## config.mk

```make
export PLATFORM = sky130hd
export DESIGN_NAME = pulse_width_regulator
export DESIGN_NICKNAME = d
export VERILOG_FILES = /design/src/rtl/freq_reg_pkg.sv /design/src/rtl/pulse_width_meter.sv /design/src/rtl/pulse_width_regulator.sv
export SDC_FILE = /design/constraint.sdc
export NUM_CORES = 1
export LEC_CHECK = 0
export ABC_AREA = 0
export CAP_MARGIN = 20
export CORE_MARGIN = 2
export CORE_UTILIZATION = 50
export DETAILED_ROUTE_END_ITERATION = 10
export MAX_ROUTING_LAYER = met4
export PLACE_DENSITY = 0.78
export SYNTH_ARGS = -nofsm -noshare
export SYNTH_HDL_FRONTEND = slang
export SYNTH_SLANG_ARGS = --single-unit
```

## constraint.sdc

```tcl
create_clock -name clk -period 3.9 [get_ports clk]
set_input_delay 0.78 -clock clk [delete_from_list [all_inputs] [get_ports clk]]
set_output_delay 0.78 -clock clk [all_outputs]
set_load 0.02 [all_outputs]
```

## src/rtl/freq_reg_pkg.sv

```systemverilog
// Shared definitions for the divisor regulation loop: default width,
// reset divisor derivation and saturating arithmetic helpers.
package freq_reg_pkg;

    localparam int unsigned W_DEFAULT = 8;

    // Mid-scale minus one, so the loop starts with headroom in both directions.
    function automatic int unsigned div_init(input int unsigned w);
        return (32'd1 << (w - 1)) - 32'd1;
    endfunction

    // a + b, clamped to hi. Evaluated one bit wider so the sum never wraps.
    function automatic logic [31:0] sat_add(
        input logic [31:0] a,
        input logic [31:0] b,
        input logic [31:0] hi
    );
        logic [32:0] s;
        s = {1'b0, a} + {1'b0, b};
        if (s > {1'b0, hi}) begin
            return hi;
        end
        return s[31:0];
    endfunction

    // a - b, clamped to lo. Evaluated one bit wider so the difference never wraps.
    function automatic logic [31:0] sat_sub(
        input logic [31:0] a,
        input logic [31:0] b,
        input logic [31:0] lo
    );
        if ({1'b0, a} < ({1'b0, b} + {1'b0, lo})) begin
            return lo;
        end
        return a - b;
    endfunction

endpackage

```

## src/rtl/pulse_width_meter.sv

```systemverilog
// Measures the high time of psi in clk cycles. A measurement is presented
// for one cycle on the falling edge of a pulse whose rise was seen while
// regulation was enabled. psi_q starts high out of reset so a pulse that is
// already high at reset release can never be measured.
module pulse_width_meter
    import freq_reg_pkg::*;
#(
    parameter int unsigned W = W_DEFAULT
) (
    input  logic         clk,
    input  logic         rst,
    input  logic         en,
    input  logic         psi,
    output logic         meas_valid,
    output logic [W-1:0] meas_value,
    output logic         meas_ovf
);

    localparam logic [W-1:0] CNT_MAX = '1;

    logic         psi_q;     // psi delayed by one cycle
    logic         armed_q;
    logic         armed_d;
    logic [W-1:0] dur_q;
    logic [W-1:0] dur_d;

    // Edge classification on {psi_q, psi} drives the counter and arming.
    always_comb begin
        armed_d = armed_q;
        dur_d   = dur_q;
        unique case ({psi_q, psi})
            2'b01: begin
                dur_d = W'(1);
                if (en) begin
                    armed_d = 1'b1;
                end
            end
            2'b11: dur_d = W'(sat_add(32'(dur_q), 32'd1, 32'(CNT_MAX)));
            2'b10: armed_d = 1'b0;
            default: ;
        endcase
        if (!en) begin
            armed_d = 1'b0;
        end
    end

    // Measurement state registers with synchronous active-low reset.
    always_ff @(posedge clk) begin
        if (!rst) begin
            psi_q   <= 1'b1;
            armed_q <= 1'b0;
            dur_q   <= '0;
        end else begin
            psi_q   <= psi;
            armed_q <= armed_d;
            dur_q   <= dur_d;
        end
    end

    // Decided in the fall cycle itself; the regulator registers the result.
    assign meas_valid = armed_q & psi_q & ~psi & en;
    assign meas_value = dur_q;
    assign meas_ovf   = (dur_q == CNT_MAX);

endmodule

```

## src/rtl/pulse_width_regulator.sv

```systemverilog
// Closed-loop divisor regulator: compares each measured psi high time with
// setperiod and nudges the divisor up or down, with a deadband, saturation
// at 1 and 2^W-1, and a lock indication after consecutive in-band pulses.
module pulse_width_regulator
    import freq_reg_pkg::*;
#(
    parameter int unsigned W          = W_DEFAULT,
    parameter int unsigned DIV_INIT   = div_init(W),
    parameter int unsigned STEP       = 1,
    parameter int unsigned DEADBAND   = 0,
    parameter int unsigned LOCK_COUNT = 4
) (
    input  logic         clk,
    input  logic         rst,
    input  logic         en,
    input  logic         psi,
    input  logic [W-1:0] setperiod,
    output logic         inc,
    output logic         dec,
    output logic [W-1:0] adjusteddiv,
    output logic         locked,
    output logic         ovf
);

    localparam int unsigned   LCW     = (LOCK_COUNT < 1) ? 1 : $clog2(LOCK_COUNT + 1);
    localparam logic [W-1:0]  DIV_MAX = '1;
    localparam logic [W-1:0]  DIV_RST = W'(DIV_INIT);
    localparam logic [LCW-1:0] LOCK_N = LCW'(LOCK_COUNT);

    logic         meas_valid;
    logic [W-1:0] meas_value;
    logic         meas_ovf;

    logic           inc_q, inc_d;
    logic           dec_q, dec_d;
    logic [W-1:0]   div_q, div_d;
    logic           locked_q, locked_d;
    logic           ovf_q, ovf_d;
    logic [LCW-1:0] lock_cnt_q, lock_cnt_d;

    logic [W:0] dur_x;
    logic [W:0] dur_hi;
    logic [W:0] sp_x;
    logic [W:0] sp_hi;
    logic       too_long;
    logic       too_short;

    pulse_width_meter #(
        .W (W)
    ) u_meter (
        .clk        (clk),
        .rst        (rst),
        .en         (en),
        .psi        (psi),
        .meas_valid (meas_valid),
        .meas_value (meas_value),
        .meas_ovf   (meas_ovf)
    );

    // One bit wider than the operands so adding the deadband cannot wrap.
    always_comb begin
        dur_x     = {1'b0, meas_value};
        sp_x      = {1'b0, setperiod};
        dur_hi    = dur_x + (W+1)'(DEADBAND);
        sp_hi     = sp_x + (W+1)'(DEADBAND);
        too_long  = dur_x > sp_hi;
        too_short = dur_hi < sp_x;
    end

    // Correction and lock decision for each measurement.
    always_comb begin
        inc_d      = 1'b0;
        dec_d      = 1'b0;
        div_d      = div_q;
        ovf_d      = ovf_q;
        lock_cnt_d = lock_cnt_q;
        locked_d   = locked_q;
        if (!en) begin
            lock_cnt_d = '0;
            locked_d   = 1'b0;
        end else if (meas_valid) begin
            ovf_d = meas_ovf;
            if (too_long) begin
                inc_d      = 1'b1;
                div_d      = W'(sat_add(32'(div_q), STEP, 32'(DIV_MAX)));
                lock_cnt_d = '0;
                locked_d   = 1'b0;
            end else if (too_short) begin
                dec_d      = 1'b1;
                div_d      = W'(sat_sub(32'(div_q), STEP, 32'd1));
                lock_cnt_d = '0;
                locked_d   = 1'b0;
            end else begin
                if (lock_cnt_q < LOCK_N) begin
                    lock_cnt_d = lock_cnt_q + LCW'(1);
                end
                locked_d = (lock_cnt_d == LOCK_N);
            end
        end
    end

    // Output and lock registers with synchronous active-low reset.
    always_ff @(posedge clk) begin
        if (!rst) begin
            inc_q      <= 1'b0;
            dec_q      <= 1'b0;
            div_q      <= DIV_RST;
            locked_q   <= 1'b0;
            ovf_q      <= 1'b0;
            lock_cnt_q <= '0;
        end else begin
            inc_q      <= inc_d;
            dec_q      <= dec_d;
            div_q      <= div_d;
            locked_q   <= locked_d;
            ovf_q      <= ovf_d;
            lock_cnt_q <= lock_cnt_d;
        end
    end

    assign inc         = inc_q;
    assign dec         = dec_q;
    assign adjusteddiv = div_q;
    assign locked      = locked_q;
    assign ovf         = ovf_q;

endmodule

```

* Yosys cells after proc, flatten, opt, wreduce, memory -nomap -nowiden
Cells that the tools add are included.
** Storage, ports and cells
- Bits in registers :: 25
- Input bits :: 12
- Output and inout port bits :: 12
- Logic and storage cells :: 71
** Cells by class
- $add $sub $neg :: 4
- Magnitude comparators :: 6
- Eq/ne operators :: 5
- Multiplexer cells :: 32
- Bitwise logic cells :: 7
- Reduce and logical (&&, ||, !) cells :: 8
** Operator list (number)
- 2-to-1 mux 8 bit :: 8
- 2-to-1 mux 3 bit :: 7
- adder 8 x 1 -> 9 bit, second input constant :: 2
- greater-than comparator 9 x 8 -> 1 bit, second input constant :: 2
- case mux 8 bit (2 select lines) :: 1
- 2-to-1 mux 1 bit :: 15
- == test 8 bit, second input constant :: 1
- greater-than comparator 8 bit :: 1
- less-than comparator 8 x 2 -> 1 bit, second input constant :: 1
- less-than comparator 8 bit :: 1
- subtractor 8 x 1 -> 8 bit, second input constant :: 1
- AND reduction 3 bit :: 2
- nonzero test 2 bit :: 3
- == test 2 bit, second input constant :: 2
- NOT 1 bit :: 4
- AND reduction 2 bit :: 2
- OR reduction 4 bit :: 1
- adder 3 x 1 -> 3 bit, second input constant :: 1
- bitwise AND 1 bit :: 3
- == test 3 bit, second input constant :: 1
- less-than comparator 3 bit, second input constant :: 1
- == test 2 x 1 -> 1 bit, second input constant :: 1
- case mux 1 bit (2 select lines) :: 1

* Longest topological paths before layout
- Word-level depth :: 9
- Mapped depth :: 10
- Gate-level depth less buffers :: 9

* Cells and area by module
A second synthesis with hierarchy kept.
** Unflattened totals
- Cells, all modules :: 235
- Area total of the unflattened synthesis :: 1873.0 um2
** Modules (own cells, without submodules)
- pulse_width_regulator :: times used 1, cells an instance 169, area an instance 1282.5 um2, sequential area each 300.3 um2
- pulse_width_meter :: times used 1, cells an instance 66, area an instance 590.6 um2, sequential area each 200.2 um2

* Worst setup path before layout
No wires, ideal clock.
- Kind :: input -> register
- Start point :: input port setperiod[1]
- End point :: register div_q[2], in the netlist adjusteddiv[2]
- Setup time :: 0.139 ns
- Data arrival time :: 2.251 ns
- Required time :: 3.761 ns
- Setup slack :: 1.510 ns
- Stages on the path :: 9
- Buffers on the path :: 0
- Path through :: inv_1 > ha_1 > nor2b_1 > o211ai_2 > a211oi_2 > o21ai_1 > o22ai_2 > a21boi_1 > o221ai_2
** On the way
- Longest elaborated chain between the ends :: 3
- Elaborated cells on any way between the ends :: 5
- Those cells by class :: 2 x order compare; 1 x mux; 2 x reduce/logical
** Ends and longest elaborated chain
- start: declaration :: line pulse_width_regulator.sv:17 : input logic [W-1:0] setperiod,
- greater-than comparator 8 bit or less-than comparator 8 bit (tied branches) :: line pulse_width_regulator.sv:66, pulse_width_regulator.sv:67
- nonzero test 2 bit (no source line)
- AND reduction 3 bit (no source line)
- end signal: assignment :: line pulse_width_regulator.sv:114 : div_q <= div_d;
- end: declaration :: line pulse_width_regulator.sv:36 : logic [W-1:0] div_q, div_d;
Parallel ways exist; a longest one is shown, timed or not.
A chain may end at the register's enable or synchronous reset.

* Worst setup path after layout
- Start point :: input port setperiod[1]
- End point :: register div_q[0], in the netlist adjusteddiv[0]
The elaborated chain is that of the path after synthesis.

==> impl_results.rst <==
.. list-table::
   :header-rows: 1

   * - Metric
     - Value
   * - Total negative slack for setup checks
     - 0 ps
   * - Largest vdd supply drop
     - 0.000208 V
   * - Gates resized, CTS repair
     - 0
   * - Remaining Overflow, GRT
     - 0
   * - Crit end category
     - flop
   * - Reg-to-reg critical path startpoint
     - adjusteddiv[1]
   * - Post-synth EDFFs
     - 0
   * - Largest net degree at the start of global routing
     - 22
   * - Main combinational cell family by area after synthesis
     - simple AND/OR/NAND/NOR gates
   * - Cts bufs inserted
     - 3
   * - Placed instance count
     - 304
   * - Count of endpoints failing setup in the final report
     - 0
   * - CTS tree
     - done
   * - Final hold vios
     - 0
   * - Area used by multi-input combinational logic
     - 1310 um2
   * - Data arrival time of the critical path
     - 3080 ps
   * - Count of antenna diodes in the layout
     - 0
   * - Number of H-tree levels
     - 1
   * - Post-synthesis share of cell area spent on xor and xnor gates
     - 3.60%
   * - Number of global-route vias before repair
     - 1578
   * - Start-to-end type of the worst setup path
     - input port to flop
   * - Outcome
     - finished, final reports clean
   * - Worst endpoint required time
     - 4030 ps
   * - Ratio of cells with drive above 1 in the final layout
     - 6.54%
   * - Routed len/inst
     - 13.8 um
   * - Fraction of the mapped netlist area in simple logic gates
     - 26.8%
   * - Main area contributors after synthesis
     - dfxtp_1 26%, ha_1 11%, nor2_1 4.2%, a21oi_1 3.9%, o21ai_0 3.9%
   * - Setup fix buffers added after clock tree synthesis
     - 0
   * - Vias per cell
     - 5.92
   * - Number of port buffers
     - 23
   * - Standard-cell row count
     - 22
   * - Final net count
     - 290
   * - Clock edge transition at the registers on the reported setup and hold paths
     - 90 ps
   * - Overall via count from detail_route
     - 1824
   * - Most used standard cell by instance count after synthesis
     - dfxtp_1
   * - Die Ht
     - 66.4 um
   * - Compound-cell area share of the yosys netlist
     - 25.3%
   * - Predominant post-synthesis flop cell
     - dfxtp_1
   * - Layout Skew
     - 2.85 ps
   * - Worst slew margin relative to its limit
     - 50.8%
   * - Fmax
     - 0.339 GHz
   * - Root Driver
     - clkbuf_8
   * - Share of synthesized area spent on multiplexers
     - 0.514%
   * - Adder and majority gate portion of the synthesized area
     - 10.9%
   * - Area used by sequential logic in the layout
     - 500 um2
   * - Mean instance size in the synthesized netlist
     - 7.94 um2
   * - Number of fill cells in the layout
     - 332
   * - Core Region
     - 3690 um2
   * - Maximum root-to-sink buffer count
     - 2
   * - Post-Route WL
     - 4.24 mm
   * - Worst-Skew Late Latency
     - 270 ps
   * - Period minus WS final
     - 2950 ps
   * - Number of antenna violations at the first check in global routing
     - 0
   * - MaxCap Viol Count
     - 0
   * - Starting DRC count in detailed routing
     - 199
   * - Internal power component
     - 0.362 mW
   * - Post-synthesis sequential element count
     - 25
   * - Final Cell Area
     - 2210 um2
   * - Proportion of netlist area held by the largest area contributor
     - 25.7%
   * - Library cells used by synthesis
     - 59
   * - Transition time at the pin with the least slew margin
     - 736 ps
   * - Final period utilization
     - 75.6%
   * - Critical path startpoint category
     - input port
   * - Sequential group share of total power
     - 54.5%
   * - Net count after synthesis
     - 274
   * - CP startpoint
     - setperiod[1]
   * - Power per standard cell area
     - 221 nW/um2
   * - Wire length of the first global-routing pass
     - 7.13 mm
   * - Half-perimeter wire length after detailed placement
     - 3.05 mm
   * - Placed cell area
     - 2170 um2
   * - Worst Hold Class
     - flop to flop
   * - Summed instance area of the synthesized netlist
     - 1950 um2
   * - Die Wd
     - 66.4 um
   * - Count of warnings emitted by yosys
     - 0
   * - Part of the Yosys area used for sequential elements
     - 25.7%
   * - Min-delay src
     - u_meter.armed_q
   * - Setup repair after global routing missed its margin
     - false
   * - Total GRT Usage
     - 21.3%
   * - Post-Synthesis Cells
     - 245
   * - Initial core utilization
     - 52.7%
   * - First-pass detailed-route iteration total
     - 4
   * - Post-cts hold buffer count
     - 0
   * - Number of nets with antenna violations after detailed routing
     - 0
   * - Gp weighted congestion
     - 0.906
   * - Clock net sink count
     - 25
   * - Most used standard cells in the synthesized netlist
     - 25 x dfxtp_1, 22 x nor2_1, 19 x inv_1
   * - Worst Path Max Fanout
     - 8
   * - Cell taking the most area after synthesis
     - dfxtp_1
   * - Top-level port count
     - 24
   * - Non-filler cells, final
     - 308
   * - Final-report max-slew violation count
     - 0
   * - Part of the power in the clock network
     - 31.7%
   * - Switching power as a share of total power
     - 25.9%
   * - Sw Pwr
     - 0.127 mW
   * - Die area
     - 4410 um2
   * - Relative contribution of combinational cells to total power
     - 13.8%
   * - Synth async-reset ratio
     - 0%
   * - Layout overhead on the synthesized area
     - 13.8%
   * - Cell leakage power
     - 0.872 nW
   * - DR DRC count
     - 0
   * - Final Hold Slack
     - 514 ps
power by group through the flow:
stage | registers [mW] | clock network, mW | logic (mW)
CTS | 0.266 | 0.161 | 0.0672
floorplan | 0.270 | 0 | 0.0468
detailed placement | 0.272 | 0 | 0.0667
global placement | 0.272 | 0 | 0.0656
finish | 0.267 | 0.155 | 0.0676
global route | 0.268 | 0.171 | 0.0755
critical path, cell delays in order:
cell             delay (ps)
clkdlybuf4s50_1         460
inv_1                    50
ha_1                    300
nor2b_1                 140
o211ai_2                210
a311o_1                 320
nand2_1                 240
a2111oi_0               470
o21ai_1                 120
final cells by class:
type	instances	area share [%]
clock buffers	3	1.87
clock inverters	1	0.226
inverters	19	3.22
multi-input cells	189	59.0
flip-flops and latches	25	22.6
well taps	48	2.71
repair buffers	23	10.4
cells by family (layout without fill, tap and decap cells):
family          after synthesis  after routing
fa+ha+maj                    17             17
buf+inv                      31             46
flops                        25             25
compound gates               69             69
xor+xnor                      8              8
simple gates                 94             94
mux                           1              1
routing by layer:
layer  wire [um]  global-route usage, %  vias to the layer above  share of wire, %
met5           0                      -                        -                 0
met4          71                   6.89                        0               1.7
met3         218                   3.92                        9               5.1
met2        1990                   36.6                       68                47
met1        1960                   25.0                      831                46
li1            -                      -                      916                 -
metrics by stage:
stage / setup WS [ps] / utilization, % / power, mW
CTS: 1020 / 60.0 / 0.495
global placement: 730 / 58.8 / 0.338
floorplan: 1510 / - / 0.317
finish: 951 / 60.0 / 0.489
global route: 808 / 60.0 / 0.514
detailed placement: 737 / 58.8 / 0.339
cell usage in the layout (no fill, tap or decap), drive strengths merged, types with 3 or more instances in the layout:
cell type / count
inv: 19
nor2b: 10
nand2b: 3
clkdlybuf4s50: 23
a21o: 3
clkbuf: 3
xor2: 6
nand2: 15
o221ai: 3
ha: 17
nand4: 5
dfxtp: 25
nor2: 23
a22oi: 5
nand3: 14
nor4: 3
a21oi: 15
nor3: 9
o21ai: 23
path summary, 6_finish.rpt:
check | end | slack, ps | cells after the start
setup / recovery | adjusteddiv[0] | 950 | 9
hold / removal | u_meter.armed_q | 510 | 2
setup reg to reg | adjusteddiv[2] | 1480 | 8
hold reg to reg | u_meter.armed_q | 510 | 2
Note: power is estimated with default switching activity, not from simulation.
